<file path="src/rtl/mem_arbiter.sv">
// Two-requester memory arbiter (core vs DMA/debug) with lock-based ownership,
// a bounded hold count for fairness, and registered one-cycle read return per port.

module mem_arbiter_rd (
  input  logic        clk,
  input  logic        reset,
  input  logic        gnt,
  input  logic        we,
  input  logic [31:0] mem_rdata,
  output logic        rvalid,
  output logic [31:0] rdata
);
  always_ff @(posedge clk or negedge reset) begin
    if (!reset) begin
      rvalid <= 1'b0;
      rdata  <= '0;
    end else begin
      rvalid <= gnt & ~we;
      if (gnt && !we) rdata <= mem_rdata;
    end
  end
endmodule

module mem_arbiter #(
  parameter int unsigned MAX_HOLD = 8
) (
  input  logic        clk,
  input  logic        reset,
  input  logic        r0_req,
  input  logic        r1_req,
  input  logic        r0_we,
  input  logic        r1_we,
  input  logic [31:0] r0_adr,
  input  logic [31:0] r1_adr,
  input  logic [31:0] r0_wdata,
  input  logic [31:0] r1_wdata,
  input  logic        r0_lock,
  input  logic        r1_lock,
  output logic        r0_gnt,
  output logic        r1_gnt,
  output logic        r0_rvalid,
  output logic        r1_rvalid,
  output logic [31:0] r0_rdata,
  output logic [31:0] r1_rdata,
  output logic        MemWrite,
  output logic [31:0] Adr,
  output logic [31:0] WriteData,
  input  logic [31:0] ReadData
);
  typedef enum logic [1:0] {IDLE = 2'd0, OWN0 = 2'd1, OWN1 = 2'd2} state_t;

  localparam logic [7:0] HOLD_MAX = 8'(MAX_HOLD);
  localparam logic [8:0] HOLD_LIM = 9'(MAX_HOLD);

  state_t           state;
  logic             last;
  logic [7:0]       hold_cnt;
  logic [8:0]       hold_inc;
  logic             own_req, own_lock, oth_req, oth_id;
  state_t           oth_state;
  logic [1:0]       gnt, we, rvalid;
  logic [1:0][31:0] rdata;

  assign r0_gnt = (state == OWN0) && r0_req;
  assign r1_gnt = (state == OWN1) && r1_req;

  // Owner-relative views so OWN0/OWN1 share one transition body
  assign own_req   = (state == OWN1) ? r1_req  : r0_req;
  assign own_lock  = (state == OWN1) ? r1_lock : r0_lock;
  assign oth_req   = (state == OWN1) ? r0_req  : r1_req;
  assign oth_id    = (state == OWN0);
  assign oth_state = (state == OWN0) ? OWN1 : OWN0;
  assign hold_inc  = {1'b0, hold_cnt} + 9'd1;

  always_comb begin
    MemWrite  = 1'b0;
    Adr       = '0;
    WriteData = '0;
    if (r0_gnt) begin
      MemWrite  = r0_we;
      Adr       = r0_adr;
      WriteData = r0_wdata;
    end else if (r1_gnt) begin
      MemWrite  = r1_we;
      Adr       = r1_adr;
      WriteData = r1_wdata;
    end
  end

  always_ff @(posedge clk or negedge reset) begin
    if (!reset) begin
      state    <= IDLE;
      last     <= 1'b1;
      hold_cnt <= '0;
    end else begin
      case (state)
        IDLE: begin
          // On a tie the requester that did not own last wins
          if (r0_req && (!r1_req || last)) begin
            state    <= OWN0;
            last     <= 1'b0;
            hold_cnt <= '0;
          end else if (r1_req) begin
            state    <= OWN1;
            last     <= 1'b1;
            hold_cnt <= '0;
          end
        end
        OWN0, OWN1: begin
          if (oth_req && (!own_req || !own_lock || hold_inc >= HOLD_LIM)) begin
            state    <= oth_state;
            last     <= oth_id;
            hold_cnt <= '0;
          end else if (!own_req) begin
            state <= IDLE;
          end else if (hold_cnt != HOLD_MAX) begin
            hold_cnt <= hold_inc[7:0];
          end
        end
        default: state <= IDLE;
      endcase
    end
  end

  assign gnt = {r1_gnt, r0_gnt};
  assign we  = {r1_we, r0_we};

  // Read return lives per port so a handoff never steals the previous owner's rvalid
  for (genvar p = 0; p < 2; p++) begin : g_rd
    mem_arbiter_rd u_rd (
      .clk       (clk),
      .reset     (reset),
      .gnt       (gnt[p]),
      .we        (we[p]),
      .mem_rdata (ReadData),
      .rvalid    (rvalid[p]),
      .rdata     (rdata[p])
    );
  end

  assign r0_rvalid = rvalid[0];
  assign r1_rvalid = rvalid[1];
  assign r0_rdata  = rdata[0];
  assign r1_rdata  = rdata[1];
endmodule

</file>
<file path="config.mk">
export PLATFORM = sky130hd
export DESIGN_NAME = mem_arbiter
export DESIGN_NICKNAME = d
export VERILOG_FILES = /design/src/rtl/mem_arbiter.sv
export SDC_FILE = /design/constraint.sdc
export NUM_CORES = 1
export LEC_CHECK = 0
export BUFFER_PORTS_ARGS = -buffer_cell sky130_fd_sc_hd__buf_4
export CORE_AREA = 2 2 117 119
export CTS_CLUSTER_SIZE = 25
export DETAILED_ROUTE_END_ITERATION = 7
export DIE_AREA = 0 0 119 121
export SYNTH_ARGS = -nofsm -noshare
export SYNTH_HDL_FRONTEND = slang
export SYNTH_SLANG_ARGS = --single-unit
export TNS_END_PERCENT = 30
</file>
<file path="constraint.sdc">
create_clock -name clk -period 4.75 [get_ports clk]
set_input_delay 0.2375 -clock clk [delete_from_list [all_inputs] [get_ports clk]]
set_output_delay 0.2375 -clock clk [all_outputs]
set_load 0.02 [all_outputs]
</file>
# After elaboration in Yosys (flattened, before gate mapping)
# Index checks and enable logic that the tools add are counted.
# totals
elab_cells	66
ff_bits	77
output_inout_bits	133
# classes
n_eq_ne	8
n_mux	25
add_sub_neg	1
magnitude_cmp	1
n_reduce_logical	20
bitwise	4
# ops
cell	n
32-bit two-way mux	4
8-bit two-way mux	5
8-bit one-hot mux with 2 select lines	1
3-bit != test, second input constant	4
2-bit two-way mux	5
8-bit by 1-bit adder with 9-bit output, second input constant	1
9-bit by 4-bit >= comparator with 1-bit output, second input constant	1
1-bit two-way mux	8
8-bit by 4-bit != test with 1-bit output, second input constant	1
1-bit logical AND	6
1-bit zero test	5
2-bit one-hot mux with 2 select lines	1
4-bit AND reduction	1
1-bit logical OR	3
3-bit AND reduction	1
1-bit AND	2
2-bit by 1-bit equality test with 1-bit output, second input constant	1
2-bit equality test, second input constant	1
2-bit zero test	1
2-bit != test, second input constant	1
1-bit inverter	2
1-bit one-hot mux with 2 select lines	1
2-bit AND reduction	1
2-bit nonzero test	1
2-bit OR reduction	1

# Depth between registers and ports, before layout
# Gate-level depths: netlist (run 1).
# depth
word_depth	8
ltp_mapped	10

# Cells and area by module
# Synthesis (run 1) repeated with hierarchy kept, for this count alone.
# unflattened
hier_cells	316
area_unflattened_um2	4262.8
# by_module_without_submodules
mod	area_each_um2	n_inst	cells_per_inst
mem_arbiter_rd	1380.1	2	70
mem_arbiter	1502.7	1	176

# Worst setup path before layout (run 1)
# OpenSTA, ideal clock, no wires.
# synth_path
path_type	flip-flop to output port
from	reg state[1]
to	out Adr[22]
t_arrival_ns	1.831
required_ns	4.513
slack_ns	2.682
n_path_buf	3
path_stages_with_launch	9
path_cell_list	dfrtp_1 -> inv_1 -> ha_1 -> and2_1 -> clkbuf_1 -> nor2_1 -> clkbuf_1 -> clkbuf_1 -> a22o_1
# synth_between
elab_chain_len	4
word_cells_on_any_way	6
cone_classes	eq/ne (2); mux (2); reduce/logical (2)
# synth_rtl
item	line	source
from (decl)	55	state_t state;
from (signal assigned)	111	state <= oth_state;
2-bit equality test	65	assign r1_gnt = (state == OWN1) && r1_req;
1-bit logical AND	65	
32-bit two-way mux	83	end else if (r1_gnt) begin
32-bit two-way mux (*)	79	if (r0_gnt) begin
to (decl)	46	output logic [31:0] Adr,
# Mark *: on every way between the ends. The rest lies on a longest branch, timed or not.

# Final worst setup path (run 1)
# layout_path
from	reg state[0]
to	out WriteData[31]
# layout_between
elab_chain_len	4
word_cells_on_any_way	6
cone_classes	eq/ne (2); mux (2); reduce/logical (2)
# layout_rtl
item	line	source
2-bit equality test	65	
1-bit logical AND	65	
32-bit two-way mux	83	
32-bit two-way mux (*)	79	
to (decl)	47	output logic [31:0] WriteData,
# Marked as above.

==> results.sh, run 1 <==
export IMPL_clk_pin_slew_worst_paths_ps=60
export IMPL_ctsResizeCount=0
export IMPL_track_usage_pct=22.4
export IMPL_cts_setup_buffers=0
export IMPL_cts_root_buf="clkbuf_16"
export IMPL_insertion_delay_ps=340
export IMPL_end_kind="output pin"
export IMPL_grt_max_degree=78
export IMPL_syn_cell_area_um2=4000
export IMPL_dieArea_um2=14400
export IMPL_antenna_found_initial=2
export IMPL_maxSlewHeadroom_pct=26.3
export IMPL_fill_cells=1226
export IMPL_hpwl_mm=13.2
export IMPL_critPathTopFamily="simple AND/OR/NAND/NOR gates"
export IMPL_yosys_warnings=0
export IMPL_path_cells="inv_1 -> ha_1 -> nand2_1 -> nor2_4 -> buf_4 -> a22o_1 -> buf_4"
export IMPL_synth_seq_cells=77
export IMPL_final_layout_size_suffix_gt1_share_pct=48.5
export IMPL_hp_class="primary input to async pin"
export IMPL_switching_power_mw=1.64
export IMPL_min_period_over_period_pct=66.4
export IMPL_syn_to_final_growth_pct=67.1
export IMPL_finalCriticalPeriod_ps=3150
export IMPL_die_w_um=119
export IMPL_swShare_pct=42.0
export IMPL_seqPwrFrac_pct=28.9
export IMPL_io_buffers=300
export IMPL_synth_sequential_area_ratio_pct=48.2
export IMPL_synth_cell_types=47
export IMPL_status="finished clean"
export IMPL_p_leak_nw=3.51
export IMPL_max_clock_freq_ghz=0.317
export IMPL_fin_setup_tns_ps=0
export IMPL_p_comb_share_pct=53.2
export IMPL_yosysTopAreaCellShare_pct=47.5
export IMPL_rows=42
export IMPL_htree_levels=3
export IMPL_drv_slew=0
export IMPL_place_gp_congestion=0.999
export IMPL_cts_tree="done"
export IMPL_final_util_pct=51.1
export IMPL_powerDensity_nw_per_um2=584
export IMPL_power_internal_mw=2.26
export IMPL_vias=4285
export IMPL_fp_dieH_um=121
export IMPL_clock_sinks=77
export IMPL_async_flop_share_pct=100
export IMPL_first_global_vias=4433
export IMPL_max_cap_viol_count=0
export IMPL_syn_inst=399
export IMPL_vias_per_cell=4.95
export IMPL_numCtsBuffers=9
export IMPL_synth_area_leaders="dfrtp_1, a22o_1, nand2_1"
export IMPL_synth_flop_cell="dfrtp_1"
export IMPL_grt_pass1_wl_mm=24.6
export IMPL_drtPass1Iterations=4
export IMPL_synth_edf_count=0
export IMPL_multi_input_area_um2=1900
export IMPL_cp_start_kind="register"
export IMPL_wirelength_mm=16.6
export IMPL_worst_path_largest_cell_delay_ps=860
export IMPL_slowest_stage="nor2_4"
export IMPL_hold_buffers=0
export IMPL_cts_path_max_buffers=2
export IMPL_fin_skew_ps=8.28
export IMPL_synth_top_area_cell="dfrtp_1"
export IMPL_crit_required_ps=4510
export IMPL_drc_errors=0
export IMPL_worst_ep_arrival_time_ps=2920
export IMPL_drtIter0Drc=178
export IMPL_crit_fanout=52
export IMPL_worstMarginPinSlew_ps=1100
export IMPL_syn_num_nets=573
export IMPL_setup_violations=0
export IMPL_power_total_mw=3.90
export IMPL_syn_area_per_cell_um2=10.0
export IMPL_path_depth=7
export IMPL_ios=301
export IMPL_placeableCoreArea_um2=13100
export IMPL_final_nets=857
export IMPL_seqCellArea_um2=1930
export IMPL_initial_core_util_pct=30.6
export IMPL_ir_drop_v=0.000397
export IMPL_clkPwrFrac_pct=17.9
export IMPL_wl_per_cell_um=19.1
export IMPL_critPathBufInv=3
export IMPL_critPathMostFrequentCell="buf_4"
export IMPL_gr_total_overflow=0
export IMPL_worstSetupPathType="register to output pin"
export IMPL_antenna_left=0
export IMPL_reg2regPathDepth=6
export IMPL_hold_viol=0
export IMPL_rsz0062_at_grt="false"
registers in the layout (all words and copies together) (netlist names):
name	count
g_rd.u_rd.rdata	64
hold_cnt	8
g_rd.u_rd.rvalid	2
state	2
last	1
power by group through the flow:
| stage | clock (mW) | sequential (mW) | combinational (mW) |
|---|---|---|---|
| after global routing | 0.747 | 1.17 | 2.22 |
| final | 0.699 | 1.13 | 2.08 |
| after CTS | 0.712 | 1.13 | 2.09 |
| after global placement | 0 | 1.12 | 2.07 |
| after detailed placement | 0 | 1.13 | 2.09 |
| after floorplan | 0 | 1.45 | 0.805 |
layer usage:
metal	vias to the layer above	routed length, µm	global-route usage, %
met1	2056	6240	24.7
met2	207	8180	38.5
met5	-	0	0
met3	42	1270	6.53
li1	1980	-	-
met4	0	893	13.0
synth_stat cells (2+ instances only):
cell	instances
buf_6	2
o21ai_1	5
dfrtp_1	76
inv_1	11
nor2_1	7
ha_1	6
nand4_1	2
xnor2_1	2
a21oi_1	4
mux2i_1	3
nand2b_1	3
inv_2	2
clkbuf_1	16
o2bb2ai_1	2
nand2_1	106
o21bai_1	2
buf_2	6
mux2_1	33
a22o_1	66
o21ai_0	6
nand3_1	7
buf_1	6
o21ai_2	2
metrics by stage:
step	hold slack, ps	setup slack [ps]	std cells	area, µm²
floorplan	-58.1	2680	399	4000
global placement	435	2020	848	6370
detailed placement	438	1930	848	6370
CTS	88.1	1590	864	6680
global route	99.0	1360	866	6690
finish	50.1	1600	866	6690
path summary, 6_finish.rpt:
check / to / start / slack [ps]
hold / removal: g_rd[1].u_rd.rdata[8]$_DFFE_PN0P_ / reset / 50
setup / recovery: WriteData[31] / state[0]$_DFFE_PN0P_ / 1600
min in group clk: g_rd[1].u_rd.rdata[12]$_DFFE_PN0P_ / ReadData[12] / 100
hold reg to reg: g_rd[1].u_rd.rdata[4]$_DFFE_PN0P_ / g_rd[1].u_rd.rdata[4]$_DFFE_PN0P_ / 480
setup reg to reg: g_rd[0].u_rd.rdata[15]$_DFFE_PN0P_ / state[1]$_DFFE_PN0P_ / 1950
max in group asynchronous: g_rd[1].u_rd.rdata[26]$_DFFE_PN0P_ / reset / 4060
cell families (layout without fill, tap and decap cells):
group           count (synthesis)  count (layout)  synth area share (%)
fa+ha+maj                       6               6                  1.88
mux                            36              36                  10.0
compound gates                100             100                  20.7
flops                          77              77                  48.2
other cells                     0               2                     0
buf+inv                        43             332                  4.60
xor+xnor                        2               2                 0.438
simple gates                  135             135                  14.2
cell usage in the layout, fill, tap and decap left out, types with 3 or more instances in the layout:
master | synthesis | layout
o21ai_1 | 5 | 5
a22o_1 | 66 | 66
ha_1 | 6 | 6
dfrtp_1 | 76 | 76
nand3_1 | 7 | 7
nor2_1 | 7 | 6
mux2_1 | 33 | 33
inv_1 | 11 | 11
clkbuf_16 | 0 | 9
o21ai_0 | 6 | 6
nand2_1 | 106 | 106
mux2i_1 | 3 | 3
buf_4 | 0 | 303
a21oi_1 | 4 | 4
cell type report:
class	instances	area share, %
Timing Repair Buffer	303	34.0
Multi-Input combinational cell	279	28.4
Tap cell	176	3.29
Antenna cell	2	0.0749
Clock buffer	9	3.37
Sequential cell	77	28.8
Inverter	13	0.730
Clock inverter	7	1.24
Note: power is estimated with default switching activity, not from simulation.
==> run 2: changes to the inputs <==
- PLACE_DENSITY: unset -> 0.66
- clock period: 4.75 -> 2.7 ns (I/O delays scaled with it)
==> run 2 against run 1 <==
Against the previous run:
- sequential power grew 75%
- critical path type is now register to register
- highest routed layer is now met5
- sequential cell count did not move
- global-route usage is 2.7 points higher
==> results.sh, run 2 (synthesis gave the netlist of run 1 again) <==
export IMPL_p_comb_share_pct=53.1
export IMPL_drc_errors=0
export IMPL_hp_class="primary input to register"
export IMPL_layout_setup_ws_ps=369
export IMPL_cts_path_max_buffers=2
export IMPL_worstMarginPinSlew_ps=962
export IMPL_initial_core_util_pct=30.6
export IMPL_setup_violations=0
export IMPL_antenna_found_initial=3
export IMPL_clock_sinks=77
export IMPL_finalCriticalPeriod_ps=2330
export IMPL_regMostFlops="g_rd.u_rd.rdata"
export IMPL_drv_slew=0
export IMPL_largest_reg_flops=64
export IMPL_crit_required_ps=2960
export IMPL_track_usage_pct=25.1
export IMPL_cp_start_kind="register"
export IMPL_insertion_delay_ps=330
export IMPL_place_area_um2=6410
export IMPL_placeableCoreArea_um2=13100
export IMPL_final_layout_size_suffix_gt1_share_pct=47.1
export IMPL_cts_setup_buffers=0
export IMPL_io_buffers=300
export IMPL_wirelength_mm=18.7
export IMPL_swShare_pct=41.4
export IMPL_hold_viol=0
export IMPL_dieArea_um2=14400
export IMPL_antenna_left=0
export IMPL_htree_levels=3
export IMPL_powerDensity_nw_per_um2=1010
export IMPL_clkPwrFrac_pct=18.7
export IMPL_syn_to_final_growth_pct=74.6
export IMPL_clk_pin_slew_worst_paths_ps=60
export IMPL_cts_root_buf="clkbuf_16"
export IMPL_hpwl_mm=15.1
export IMPL_ir_drop_v=0.000641
export IMPL_numCtsBuffers=9
export IMPL_grt_max_degree=78
export IMPL_stdcell_area_um2=6990
export IMPL_fin_skew_ps=4.39
export IMPL_top_regs="g_rd.u_rd.rdata x64, hold_cnt x8"
export IMPL_p_leak_nw=3.65
export IMPL_worst_ep_arrival_time_ps=2590
export IMPL_status="finished clean"
export IMPL_seqPwrFrac_pct=28.1
export IMPL_gr_total_overflow=0
export IMPL_vias=4409
export IMPL_crit_fanout=11
export IMPL_dp_slack_ps=390
export IMPL_die_w_um=119
export IMPL_drtIter0Drc=276
export IMPL_maxSlewHeadroom_pct=35.9
export IMPL_final_cell_mix="buf_4, nand2_1, dfrtp_1"
export IMPL_hold_depth=3
export IMPL_place_gp_congestion=0.932
export IMPL_cts_tree="done"
export IMPL_rows=42
export IMPL_reg2regPathDepth=7
export IMPL_first_global_vias=4408
export IMPL_wl_per_cell_um=20.9
export IMPL_final_common_cell="buf_4"
export IMPL_end_kind="register"
export IMPL_fin_setup_tns_ps=0
export IMPL_drtPass1Iterations=4
export IMPL_worstSetupPathType="register to register"
export IMPL_ctsResizeCount=0
export IMPL_fp_dieH_um=121
export IMPL_power_internal_mw=4.12
export IMPL_final_nets=883
export IMPL_rsz0062_at_grt="false"
export IMPL_hold_buffers=24
export IMPL_hold_slack_ps=17.9
export IMPL_ios=301
export IMPL_switching_power_mw=2.91
export IMPL_max_cap_viol_count=0
export IMPL_vias_per_cell=4.94
export IMPL_max_clock_freq_ghz=0.429
export IMPL_grt_pass1_wl_mm=26.8
export IMPL_min_period_over_period_pct=86.3
run 2: cell types whose count changed in the layout (fill, tap and decap cells not counted):
cell	before	now
inv_8	1	0
dlygate4sd3_1	0	24
bufinv_16	1	2
clkinv_4	2	0
buf_12	0	2
inv_6	1	4
clkinvlp_4	2	1
run 2: path summary, 6_finish.rpt:
path | slack (ps) | endpoint | start
worst max-delay path | 370 | hold_cnt[1]$_DFFE_PN0P_ | hold_cnt[0]$_DFFE_PN0P_
worst min-delay path | 20 | g_rd[1].u_rd.rdata[20]$_DFFE_PN0P_ | ReadData[20]
worst max register to register | 370 | hold_cnt[1]$_DFFE_PN0P_ | hold_cnt[0]$_DFFE_PN0P_
worst min register to register | 480 | g_rd[1].u_rd.rdata[18]$_DFFE_PN0P_ | g_rd[1].u_rd.rdata[18]$_DFFE_PN0P_
max in group asynchronous | 1560 | g_rd[0].u_rd.rdata[21]$_DFFE_PN0P_ | reset
min in group asynchronous | 510 | g_rd[0].u_rd.rdata[4]$_DFFE_PN0P_ | reset
run 2: critical path: stages, from the launching register on:
cell	delay [ps]
dfrtp_1	440
ha_1	280
a311oi_1	330
a31oi_1	70
a211o_1	290
o31ai_4	480
nand3_2	220
o21ai_2	160
run 2: power by group through the flow:
stage | sequential [mW] | clock, mW | combinational (mW)
detailed placement | 1.99 | 0 | 3.72
floorplan | 2.55 | 0 | 1.42
CTS | 1.97 | 1.35 | 3.75
global placement | 1.96 | 0 | 3.67
finish | 1.98 | 1.32 | 3.73
global route | 2.04 | 1.40 | 3.98
run 2: per-stage QoR:
| stage | util (%) | power [mW] | cells |
|---|---|---|---|
| after floorplan | - | 3.97 | 399 |
| after CTS | 53.4 | 7.08 | 890 |
| after global placement | 49.0 | 5.63 | 850 |
| final | 53.4 | 7.03 | 892 |
| after global routing | 53.4 | 7.42 | 891 |
| after detailed placement | 49.0 | 5.71 | 850 |
run 2: layer usage:
layer / GRT usage, % / vias to the layer above / routed length [µm]
li1: - / 2027 / -
met1: 29.7 / 2142 / 7220
met2: 43.0 / 211 / 9510
met3: 8.18 / 25 / 1520
met4: 8.71 / 4 / 374
met5: 0 / - / 27
run 2: cell type report:
type,count,area (µm²)
diodes,2,5.00
flip-flops and latches,77,1930
well taps,176,220
multi-input cells,279,1900
clock buffers,9,225
fillers,1227,6100
clock inverters,7,103
inverters,13,48.8
repair buffers,329,2550
